[src/rtl/instr_decode.sv]
// Decode stage: turns raw custom-encoded instruction words into control fields
// and holds up to two decoded entries in an in-order skid queue.
module instr_decode (
  input  logic        clk,
  input  logic        rst,
  input  logic        flush,
  input  logic        in_valid,
  output logic        in_ready,
  input  logic [31:0] in_instr,
  input  logic [31:0] in_pc,
  output logic        out_valid,
  input  logic        out_ready,
  output logic [31:0] out_pc,
  output logic [6:0]  out_op,
  output logic [4:0]  out_rd,
  output logic [2:0]  out_funct3,
  output logic [4:0]  out_rs1,
  output logic [4:0]  out_rs2,
  output logic [31:0] out_imm,
  output logic        out_rd_we,
  output logic        out_rs1_used,
  output logic        out_rs2_used,
  output logic        out_illegal
);

  localparam logic [6:0] OP_ARITH  = 7'b0110011;
  localparam logic [6:0] OP_ARITHI = 7'b0010011;
  localparam logic [6:0] OP_LDUI   = 7'b0110111;
  localparam logic [6:0] OP_LDUIPC = 7'b0010111;
  localparam logic [6:0] OP_LD     = 7'b0000011;
  localparam logic [6:0] OP_ST     = 7'b0100011;
  localparam logic [6:0] OP_JAL    = 7'b1101111;
  localparam logic [6:0] OP_JALR   = 7'b1100111;
  localparam logic [6:0] OP_BR     = 7'b1100011;
  localparam logic [6:0] OP_BRR    = 7'b1101011;

  typedef struct packed {
    logic [31:0] pc;
    logic [6:0]  op;
    logic [4:0]  rd;
    logic [2:0]  funct3;
    logic [4:0]  rs1;
    logic [4:0]  rs2;
    logic [31:0] imm;
    logic        rd_we;
    logic        rs1_used;
    logic        rs2_used;
    logic        illegal;
  } entry_t;

  typedef enum logic [1:0] {
    ST_EMPTY,
    ST_ONE,
    ST_FULL
  } state_t;

  state_t state_q, state_d;
  logic   in_ready_q, in_ready_d;
  entry_t slot0_q, slot0_d;
  entry_t slot1_q, slot1_d;
  entry_t dec;

  logic [6:0]  op;
  logic [2:0]  funct3;
  logic        rd_nz;
  logic [31:0] imm_i;
  logic [31:0] imm_s;
  logic [31:0] imm_u;
  logic [31:0] imm_j;
  logic        accept;
  logic        pop;

  assign op     = in_instr[31:25];
  assign funct3 = in_instr[19:17];
  assign rd_nz  = |in_instr[24:20];
  assign imm_i  = {{20{in_instr[11]}}, in_instr[11:0]};
  assign imm_s  = {{20{in_instr[6]}}, in_instr[6:0], in_instr[24:20]};
  assign imm_u  = {in_instr[19:0], 12'b0};
  assign imm_j  = {{11{in_instr[19]}}, in_instr[19:0], 1'b0};

  // Raw fields always pass through; imm and flags are zeroed for illegal words.
  always_comb begin
    dec          = '0;
    dec.pc       = in_pc;
    dec.op       = op;
    dec.rd       = in_instr[24:20];
    dec.funct3   = funct3;
    dec.rs1      = in_instr[16:12];
    dec.rs2      = in_instr[11:7];
    case (op)
      OP_ARITH: begin
        dec.illegal  = |in_instr[6:0];
        dec.rd_we    = rd_nz;
        dec.rs1_used = 1'b1;
        dec.rs2_used = 1'b1;
      end
      OP_ARITHI: begin
        dec.imm      = imm_i;
        dec.rd_we    = rd_nz;
        dec.rs1_used = 1'b1;
      end
      OP_LDUI, OP_LDUIPC: begin
        dec.imm   = imm_u;
        dec.rd_we = rd_nz;
      end
      OP_LD: begin
        dec.illegal  = (funct3 == 3'b011) || (funct3 == 3'b110) || (funct3 == 3'b111);
        dec.imm      = imm_i;
        dec.rd_we    = rd_nz;
        dec.rs1_used = 1'b1;
      end
      OP_ST: begin
        dec.illegal  = (funct3 > 3'b010);
        dec.imm      = imm_s;
        dec.rs1_used = 1'b1;
        dec.rs2_used = 1'b1;
      end
      OP_JAL: begin
        dec.imm   = imm_j;
        dec.rd_we = rd_nz;
      end
      OP_JALR: begin
        dec.illegal  = (funct3 != 3'b000);
        dec.imm      = imm_i;
        dec.rd_we    = rd_nz;
        dec.rs1_used = 1'b1;
      end
      OP_BR: begin
        dec.imm = imm_j;
      end
      OP_BRR: begin
        dec.imm      = imm_i;
        dec.rs1_used = 1'b1;
      end
      default: begin
        dec.illegal = 1'b1;
      end
    endcase
    if (dec.illegal) begin
      dec.imm      = '0;
      dec.rd_we    = 1'b0;
      dec.rs1_used = 1'b0;
      dec.rs2_used = 1'b0;
    end
  end

  assign out_valid = (state_q != ST_EMPTY);
  assign accept    = in_valid & in_ready_q;
  assign pop       = out_valid & out_ready;

  // slot0 is always the oldest entry, so outputs come straight from registers.
  always_comb begin
    state_d = state_q;
    slot0_d = slot0_q;
    slot1_d = slot1_q;
    case (state_q)
      ST_EMPTY: begin
        if (accept) begin
          state_d = ST_ONE;
          slot0_d = dec;
        end
      end
      ST_ONE: begin
        if (pop) begin
          if (accept) begin
            slot0_d = dec;
          end else begin
            state_d = ST_EMPTY;
          end
        end else if (accept) begin
          state_d = ST_FULL;
          slot1_d = dec;
        end
      end
      ST_FULL: begin
        if (pop) begin
          state_d = ST_ONE;
          slot0_d = slot1_q;
        end
      end
      default: begin
        state_d = ST_EMPTY;
      end
    endcase
    if (flush) begin
      state_d = ST_EMPTY;
    end
    in_ready_d = (state_d != ST_FULL);
  end

  always_ff @(posedge clk) begin
    if (rst) begin
      state_q    <= ST_EMPTY;
      in_ready_q <= 1'b0;
      slot0_q    <= '0;
      slot1_q    <= '0;
    end else begin
      state_q    <= state_d;
      in_ready_q <= in_ready_d;
      slot0_q    <= slot0_d;
      slot1_q    <= slot1_d;
    end
  end

  assign in_ready     = in_ready_q;
  assign out_pc       = slot0_q.pc;
  assign out_op       = slot0_q.op;
  assign out_rd       = slot0_q.rd;
  assign out_funct3   = slot0_q.funct3;
  assign out_rs1      = slot0_q.rs1;
  assign out_rs2      = slot0_q.rs2;
  assign out_imm      = slot0_q.imm;
  assign out_rd_we    = slot0_q.rd_we;
  assign out_rs1_used = slot0_q.rs1_used;
  assign out_rs2_used = slot0_q.rs2_used;
  assign out_illegal  = slot0_q.illegal;

endmodule

[config.mk]
export PLATFORM = sky130hd
export DESIGN_NAME = instr_decode
export DESIGN_NICKNAME = d
export VERILOG_FILES = /design/src/rtl/instr_decode.sv
export SDC_FILE = /design/constraint.sdc
export NUM_CORES = 1
export LEC_CHECK = 0
export ABC_AREA = 1
export CELL_PAD_IN_SITES_DETAIL_PLACEMENT = 1
export CELL_PAD_IN_SITES_GLOBAL_PLACEMENT = 1
export CORE_UTILIZATION = 30
export CTS_BUF_LIST = sky130_fd_sc_hd__clkbuf_8
export DETAILED_ROUTE_END_ITERATION = 7
export GPL_TIMING_DRIVEN = 0
export MAX_ROUTING_LAYER = met4
export PLACE_DENSITY_LB_ADDON = 0.1
export SYNTH_ARGS = -nofsm -noshare
export SYNTH_HDL_FRONTEND = slang
export SYNTH_SLANG_ARGS = --single-unit
[constraint.sdc]
create_clock -name clk -period 1.5 [get_ports clk]
set_input_delay 0.225 -clock clk [delete_from_list [all_inputs] [get_ports clk]]
set_output_delay 0.225 -clock clk [all_outputs]
set_load 0.05 [all_outputs]
==> metrics.txt, run 1 <==
status finished, violations left; failing checks design-rule violations, negative setup slack; # DRC 15; # hold bufs at CTS 0; TritonCTS clock tree yes; critical path class flop to output pin; Bufs on Longest Clock Path 2; worst-path maximum fanout 3; number of synthesized flops with an enable pin 0; Final Hold Viols 0; setup TNS -4920 ps; hold path start in_instr[25]; initial antenna violation count 0; initial core utilization 0.308; CP required roughly 1300 ps; fmax 619 MHz; total vias in the final route between 9,000 and 10,000; Crit Reg-Reg Endpoint out_funct3[2]$_SDFFE_PP0P_; RSZ-0062 raised after global routing true; area of the mapped netlist roughly 8100 um^2; dominant cell type by area after synthesis dfxtp_1; reg2reg path depth 9; drt initial violations approximately 640; Worst R2R Start state_q[0]$_SDFF_PP0_; n_diodes 0; YS warnings 0; Die H approximately 170 um; area grow syn2layout 55.8%; Hold EP slot1_q[54]$_SDFFE_PP0P_; Seq/Total Area, Yosys 0.465; Clock Latency Late Sink 500 ps; final worst-path cycle share 1.08; Slew Viols, Final 0; Die Wd between 150 and 200 um; io pins about 160; syn_area_per_cell roughly 7.3 um^2; Num CTS Buffers 17; Remaining Overflow, GRT 0; # port buffers around 160; clock-pin slew on the worst setup and hold paths 120 ps; DR vias/cell around 5.4; critical path data arrival time ~1400 ps; Core Area 26,400 um^2; GRT Util Overall 0.254; fin crit period approximately 1600 ps; Worst Tran Pin Value between 700 and 800 ps; Post-synth top flop dfxtp_1; Mapped Cells 1,114; Setup WS post-layout -117 ps; first-pass GRT wire length approximately 53,000 um; largest net degree at the start of global routing 21; post-synth cell types 29; Hold Slack 27.6 ps; post-synth top area share 0.465; setup slack, reg-to-reg -120 ps; Worst setup SP type flop; layout cell share with drive strength beyond 1 0.303; synthesized net count 1,183; VDD IR max 610 uV; number of fillers in the final layout between 3,000 and 4,000; async set-or-reset flop fraction in the synthesized netlist 0; hold depth 3; DRT Pass-1 Iters 8; wire length per cell roughly 21 um; leakage 4.90 nW; Final ANT Viol Nets 0; top cells by count, synth 279 x nand2_1, 189 x dfxtp_1, 169 x a21oi_1; Power per Cell Area 895 nW/um^2; WL final 36,600 um; largest cells by area after synthesis dfxtp_1 47%, nand2_1 13%, a21oi_1 10%; post-detail-place hpwl 23,900 um; Final Setup Violations 132; clock root buffer clkbuf_8; CTS Sinks between 150 and 200; Hold Crit Class input pin to flop; Crit. End Element output pin; Rel. slew slack 0.514; row count just under 60; Fin Clk Skew around 28 ps; number of synthesized register bits 189; H-tree depth 4; vias in the first global route around 9,000; routability-driven placement congestion ratio a little under 0.9; die area ~28,000 um^2; most common cell in the netlist nand2_1; Final #Nets around 1,400; # Max-Cap Violations 0
cells by family after synthesis:
kind of cell | share of synthesized area
and+or+nand+nor | 0.213
AOI/OAI and AO/OA | 0.251
DFF | 0.465
buffers and inverters | 0.0708
layer usage:
layer	vias up	GRT usage	wire, um
li1	4329	-	-
met1	4455	0.322	16300
met2	270	0.425	17700
met3	57	0.0354	1670
met4	0	0.0644	850
met5	-	-	0
registers in the layout, indices dropped and copies added, names as in the netlist:
register	cells
slot1_q	93
out_imm	32
out_pc	32
out_op	7
out_rd	5
out_rs1	5
out_rs2	5
out_funct3	3
state_q	2
in_ready	1
out_illegal	1
out_rd_we	1
out_rs1_used	1
out_rs2_used	1
cell type report:
cell class,count,area (um^2),area share
multi-input cells,790,4420,0.349
repair buffers,225,2500,0.197
clock buffers,17,234,0.0185
flip-flops and latches,189,3790,0.299
clock inverters,15,191,0.0151
plain buffers,94,963,0.0761
well taps,335,419,0.0331
inverters,37,151,0.0120
placed cells by master, fill, tap and decap left out, types with 24 or more instances in the layout:
cell type | netlist | layout
buf_4 | 10 | 25
nand3_1 | 66 | 65
o21ai_1 | 0 | 42
clkdlybuf4s15_2 | 0 | 43
dfxtp_1 | 189 | 186
a21oi_1 | 169 | 120
a31oi_1 | 57 | 48
buf_2 | 22 | 47
a21oi_2 | 0 | 44
inv_1 | 33 | 30
nand2_1 | 279 | 273
clkdlybuf4s50_1 | 0 | 51
o21ai_2 | 0 | 35
buf_6 | 0 | 24
o21ai_0 | 151 | 68
critical path: stages, from the launching register on:
cell	delay (ps)
dfxtp_4	370
or2_4	280
buf_6	130
buf_8	140
power by group:
group	internal, W	switching [W]	leakage (nW)
combinational	0.000838	0.00145	3.14
clock	0.00144	0.00229	0.215
sequential	0.00520	0.000127	1.54
how the worst max path moves through the flow:
stage	endpoint	slack [ps]	startpoint	cells after the start
2_1_floorplan	out_imm[28]$_SDFFE_PP0P_	-7	state_q[0]$_SDFF_PP0_	8
3_3_place_gp	out_imm[31]$_SDFFE_PP0P_	-960	in_instr[27]	11
3_5_place_dp	out_imm[31]$_SDFFE_PP0P_	-950	in_instr[27]	10
4_1_cts	out_imm[10]$_SDFFE_PP0P_	-90	state_q[1]$_SDFF_PP0_	10
5_1_grt	out_funct3[2]$_SDFFE_PP0P_	-160	state_q[0]$_SDFF_PP0_	9
6_report	out_valid	-120	state_q[0]$_SDFF_PP0_	3
metrics by stage:
step	setup WS (ps)	util	total power, W	instance area, um^2	cells
after floorplan	-7.39	-	0.00646	8140	1114
after global placement	-957	0.386	0.00730	10200	1610
after detailed placement	-947	0.386	0.00731	10200	1610
after CTS	-88.9	0.445	0.0112	11700	1673
final	-117	0.481	0.0113	12700	1702
after global routing	-165	0.481	0.0117	12700	1702
what timing repair did:
action / CTS / global route
pin swaps: 5 / 10
setup endpoints to repair: 283 / 210
gates cloned: 9 / 24
gates resized for setup: 557 / 355
setup buffers: 23 / 14
(Power assumes the default switching activity.)
==> run 2, diff against run 1 <==
- ABC_CLOCK_PERIOD_IN_PS: not set -> 1500
- CAP_MARGIN: not set -> 25
- REMOVE_ABC_BUFFERS: not set -> 1
==> run 2 against run 1 <==
Against the previous run:
- the flow still finishes with violations (design-rule violations, negative setup slack)
- count of clock-buffer cells in the layout is 1 higher
- utilization is 1.5 points lower
- sequential cell count stayed put
- design area is 3.1% lower
- largest power group unchanged
==> metrics.txt, run 2 (same netlist as run 1, synthesis figures left out) <==
status finished, violations left; failing checks design-rule violations, negative setup slack; Hold Slack ~38 ps; RSZ-0062 raised after global routing true; # Max-Cap Violations 0; critical path data arrival time about 2000 ps; Die Wd 167 um; Worst Setup SP state_q[1]$_SDFF_PP0_; end of the critical path slot1_q[10]$_SDFFE_PP0P_; Num CTS Buffers 17; row count slightly below 60; fin crit period between 1500 and 2000 ps; hold depth 3; CTS Sinks 189; initial antenna violation count 2; total vias in the final route approximately 9,100; critical path class flop to flop; Slew Viols, Final 0; final worst-path cycle share 1.07; GRT Util Overall 0.273; first-pass GRT wire length 55,900 um; Core Area 26,400 um^2; WL final approximately 38,000 um; vias in the first global route approximately 9,000; VDD IR max 459 uV; setup TNS -4750 ps; clock root buffer clkbuf_8; Largest register FFs 93; fmax approximately 620 MHz; drt initial violations a little under 600; Die H about 170 um; Worst setup SP type flop; die area between 20,000 and 30,000 um^2; leakage 4.75 nW; io pins roughly 160; most frequent cells in the layout 264 x nand2_1, 186 x dfxtp_1, 141 x a21oi_1, 76 x o21ai_0, 63 x nand3_1; CP required roughly 1900 ps; Crit. End Element flop; Final Hold Viols 0; layout cell share with drive strength beyond 1 0.262; Fin Clk Skew around 22 ps; reg2reg path depth 10; Crit Reg-Reg Endpoint slot1_q[10]$_SDFFE_PP0P_; post-detail-place hpwl 16,900 um; H-tree depth 4; Most flops, register slot1_q; Bufs on Longest Clock Path 2; DR vias/cell between 5 and 6; Power per Cell Area just over 900 nW/um^2; Worst R2R Start state_q[1]$_SDFF_PP0_; Hold Crit Class input pin to flop; Rel. slew slack 0.586; Metal-1 WL 16,600 um; Final ANT Viol Nets 0; routability-driven placement congestion ratio 0.718; Setup WS post-layout -111 ps; setup slack, reg-to-reg -110 ps; Setup WS pre-CTS -1840 ps; Layout Cells excl Fill 1,645; Placed Cells ~1,500; TritonCTS clock tree yes; met3 WL approximately 2200 um; Worst Tran Pin Value ~620 ps; wire length on met2 around 18,000 um; # port buffers roughly 160; Final #Nets about 1,400; # DRC 8; DRT Pass-1 Iters 8; Tot Pwr 0.0111 W; leading cell type in the layout, fill and taps excluded nand2_1; initial core utilization 0.308; largest net degree at the start of global routing between 70 and 80; top sig layer met4; wire length per cell between 20 and 25 um; Final Setup Violations approximately 120; worst-path maximum fanout 7; Clock Latency Late Sink 490 ps; area grow syn2layout 51.0%; Remaining Overflow, GRT 0; clock-pin slew on the worst setup and hold paths between 100 and 150 ps
## run 2: area by class of cell
type                       instances  area (um^2)
fill                            3124        14100
multi-input combinational        795         4240
sequential                       189         3790
timing repair buffer             243         3000
tap                              335          419
clock buffer                      18          248
inverter                          37          218
timing repair inverter            12          189
clock inverter                    14          168
antenna                            2         5.00
## run 2: worst max-delay path: stages, from the launching register on
cell and delay (ps):
dfxtp_4 390, inv_6 90, nand2_4 50, nor2_4 150
nand2_8 80, buf_16 170, clkinv_16 70, buf_12 100
buf_16 100, o21ai_0 110, a21oi_1 180
## run 2: metal layers
metal  track usage  vias to the layer above
li1              -                     4231
met1         0.343                     4502
met2         0.436                      279
met4        0.0894                        0
met3        0.0551                       68
met5             -                        -
## run 2: worst min-delay path by stage
stage	slack (ps)	startpoint	end
final	40	in_instr[28]	slot1_q[57]$_SDFFE_PP0P_
after global routing	30	in_instr[28]	slot1_q[57]$_SDFFE_PP0P_
after CTS	150	rst	slot1_q[82]$_SDFFE_PP0P_
after detailed placement	440	slot1_q[87]$_SDFFE_PP0P_	slot1_q[87]$_SDFFE_PP0P_
after global placement	430	slot1_q[83]$_SDFFE_PP0P_	slot1_q[83]$_SDFFE_PP0P_
after floorplan	290	rst	in_ready$_SDFF_PP0_
## run 2: power by group
part | leakage, nW | total, W | switching [W] | internal [W]
Sequential | 1.54 | 0.00531 | 0.000107 | 0.00520
Clock | 0.209 | 0.00360 | 0.00227 | 0.00132
Combinational | 3.00 | 0.00221 | 0.00144 | 0.000778
## run 2: through the flow
step / utilization / area, um^2
global placement: 0.370 / 9740
floorplan: - / 7690
detailed placement: 0.379 / 9990
finish: 0.466 / 12300
CTS: 0.453 / 11900
global route: 0.466 / 12300
## run 2: what timing repair did
item | 4_1_cts | 5_1_grt
resized for setup | 486 | 168
pin swaps | 20 | 12
hold endpoints to repair | 1 | 0
hold buffers | 1 | 0
setup buffers | 36 | 10
setup endpoints to repair | 283 | 215
gates cloned | 32 | 12
==> run 3, diff against run 2 <==
- ABC_CLOCK_PERIOD_IN_PS: 1500 -> 1680
- clock period: 1.5 -> 1.68 ns (I/O delays scaled with it)
==> run 3 against run 2 <==
Against the previous run:
- the run ends with design-rule violations left
- combinational power is 21% lower
- critical path depth is 9 lower
- critical path type is now flop to output pin
- sequential share of layout area is 2.5 points higher
- critical endpoint is now out_imm[27]
- largest power group unchanged
- worst setup slack better by 150 ps
- highest routed layer unchanged
==> metrics.txt, run 3 (same netlist as run 1, synthesis figures left out) <==
DRT Pass-1 Iters 7; Worst path slowest cell dlygate4sd2_1; wire length per cell ~21 um; initial antenna violation count 3; VDD IR max 406 uV; critical path class flop to output pin; Final #Nets approximately 1,300; Rel. slew slack 0.509; # Max-Cap Violations 0; register area about 3800 um^2; Final ANT Viol Nets 0; Final Hold Viols 0; Clock Latency Late Sink just under 500 ps; Num CTS Buffers 17; Hold EP slot1_q[55]$_SDFFE_PP0P_; TritonCTS clock tree yes; Worst setup SP type flop; # port buffers around 160; Setup WS pre-CTS -1690 ps; reg2reg path depth 7; worst path buffer plus inverter count 1; worst-path maximum fanout 2; # DRC 9; drt initial violations 595; hold depth 3; Fin Clk Skew approximately 23 ps; leading cell type in the layout, fill and taps excluded nand2_1; Remaining Overflow, GRT 0; post-detail-place hpwl 16,900 um; initial core utilization 0.308; Largest register FFs slightly above 90; Slew Viols, Final 0; status finished, violations left; first-pass GRT wire length 52,900 um; Placed Cells 1,523; hold path start in_instr[26]; failing checks design-rule violations; Most flops, register slot1_q; clock-pin slew on the worst setup and hold paths ~120 ps; most frequent cells in the layout 268 x nand2_1, 187 x dfxtp_1, 162 x a21oi_1, 150 x o21ai_0, 65 x nand3_1; setup slack, reg-to-reg approximately 50 ps; leakage 4.63 nW; Die H 167 um; Power per Cell Area ~850 nW/um^2; Crit. End Element output pin; vias in the first global route ~9,000; number of fillers in the final layout 3,219; H-tree depth 4; RSZ-0062 raised after global routing true; die area between 20,000 and 30,000 um^2; final worst-path cycle share 0.975; routability-driven placement congestion ratio slightly above 0.7; Bufs on Longest Clock Path 2; CTS Sinks roughly 190; Layout Cells excl Fill roughly 1,600; Core Area approximately 26,000 um^2; GRT Util Overall 0.255; DR vias/cell between 5 and 6; Worst Tran Pin Value around 740 ps; area grow syn2layout 39.8%; Final Setup Violations 0; critical path data arrival time between 1000 and 1500 ps; Worst R2R Start state_q[0]$_SDFF_PP0_; CP required about 1400 ps; CP delay by family, top buffers and inverters; io pins 164; largest net degree at the start of global routing 77; clock root buffer clkbuf_8; Multi-input gate area roughly 4000 um^2; Hold Crit Class input pin to flop; CP cell instances dlygate4sd2_1; layout cell share with drive strength beyond 1 0.128; fin crit period 1640 ps; row count 59; total vias in the final route between 8,000 and 9,000; fmax approximately 610 MHz; WL final between 30,000 and 40,000 um; Setup WS post-layout around 41 ps; Die Wd around 170 um; Crit Reg-Reg Endpoint out_imm[21]$_SDFFE_PP0P_; crit-path max cell delay approximately 570 ps
-- run 3: worst max path at each step --
stage / start / to / slack, ps / cells past startpoint
3_5_place_dp: in_instr[25] / out_imm[28]$_SDFFE_PP0P_ / -1690 / 9
3_3_place_gp: state_q[1]$_SDFF_PP0_ / out_illegal$_SDFFE_PP0P_ / -11480 / 5
2_1_floorplan: state_q[1]$_SDFF_PP0_ / out_imm[16]$_SDFFE_PP0P_ / -4450 / 5
6_report: out_imm[27]$_SDFFE_PP0P_ / out_imm[27] / 40 / 1
5_1_grt: in_instr[5] / out_imm[19]$_SDFFE_PP0P_ / -50 / 11
4_1_cts: out_funct3[0]$_SDFFE_PP0P_ / out_funct3[0] / 0.3 / 1
-- run 3: layout make-up --
type	instances	area share
clock inverters	14	0.0148
multi-input cells	795	0.353
clock buffers	18	0.0218
repair buffers	216	0.214
flip-flops and latches	189	0.333
well taps	335	0.0369
inverters	37	0.0178
repair inverters	6	0.00782
diodes	3	0.000661
-- run 3: metal layers --
layer | global-route usage | share of wire
met4 | 0.0640 | 0.016
met2 | 0.415 | 0.47
met5 | - | 0
met1 | 0.330 | 0.47
met3 | 0.0380 | 0.043
-- run 3: power by group --
part | switching, W | internal (W)
combinational | 0.00119 | 0.000558
clock | 0.00202 | 0.00118
sequential | 0.0000805 | 0.00464
total | 0.00329 | 0.00638
-- run 3: repair_timing --
item | CTS | global route
gates cloned | 20 | 4
pin swaps | 14 | 4
buffers inserted | 27 | 3
resized for setup | 174 | 81
endpoints found under the setup margin | 280 | 177
hold endpoints to repair | 1 | 0
hold buffers | 1 | 0
-- run 3: worst register-to-register path: stages, from the launching register on --
cell and delay, ps:
dfxtp_2 370, or2_4 280, nand2_4 80, nand3_4 180, buf_12 220, buf_12 170, a21oi_1 170, a21oi_1 80
-- run 3: metrics by stage --
| stage | hold slack (ps) | instance area, um^2 | util | setup TNS (ps) | total power, W |
|---|---|---|---|---|---|
| floorplan | 321 | 7690 | - | -608750 | 0.00571 |
| global placement | 434 | 9740 | 0.370 | -1503360 | 0.00641 |
| detailed placement | 437 | 9990 | 0.379 | -236270 | 0.00644 |
| CTS | 175 | 11100 | 0.423 | 0 | 0.00972 |
| global route | 102 | 11400 | 0.431 | -379 | 0.0101 |
| finish | 109 | 11400 | 0.431 | 0 | 0.00967 |
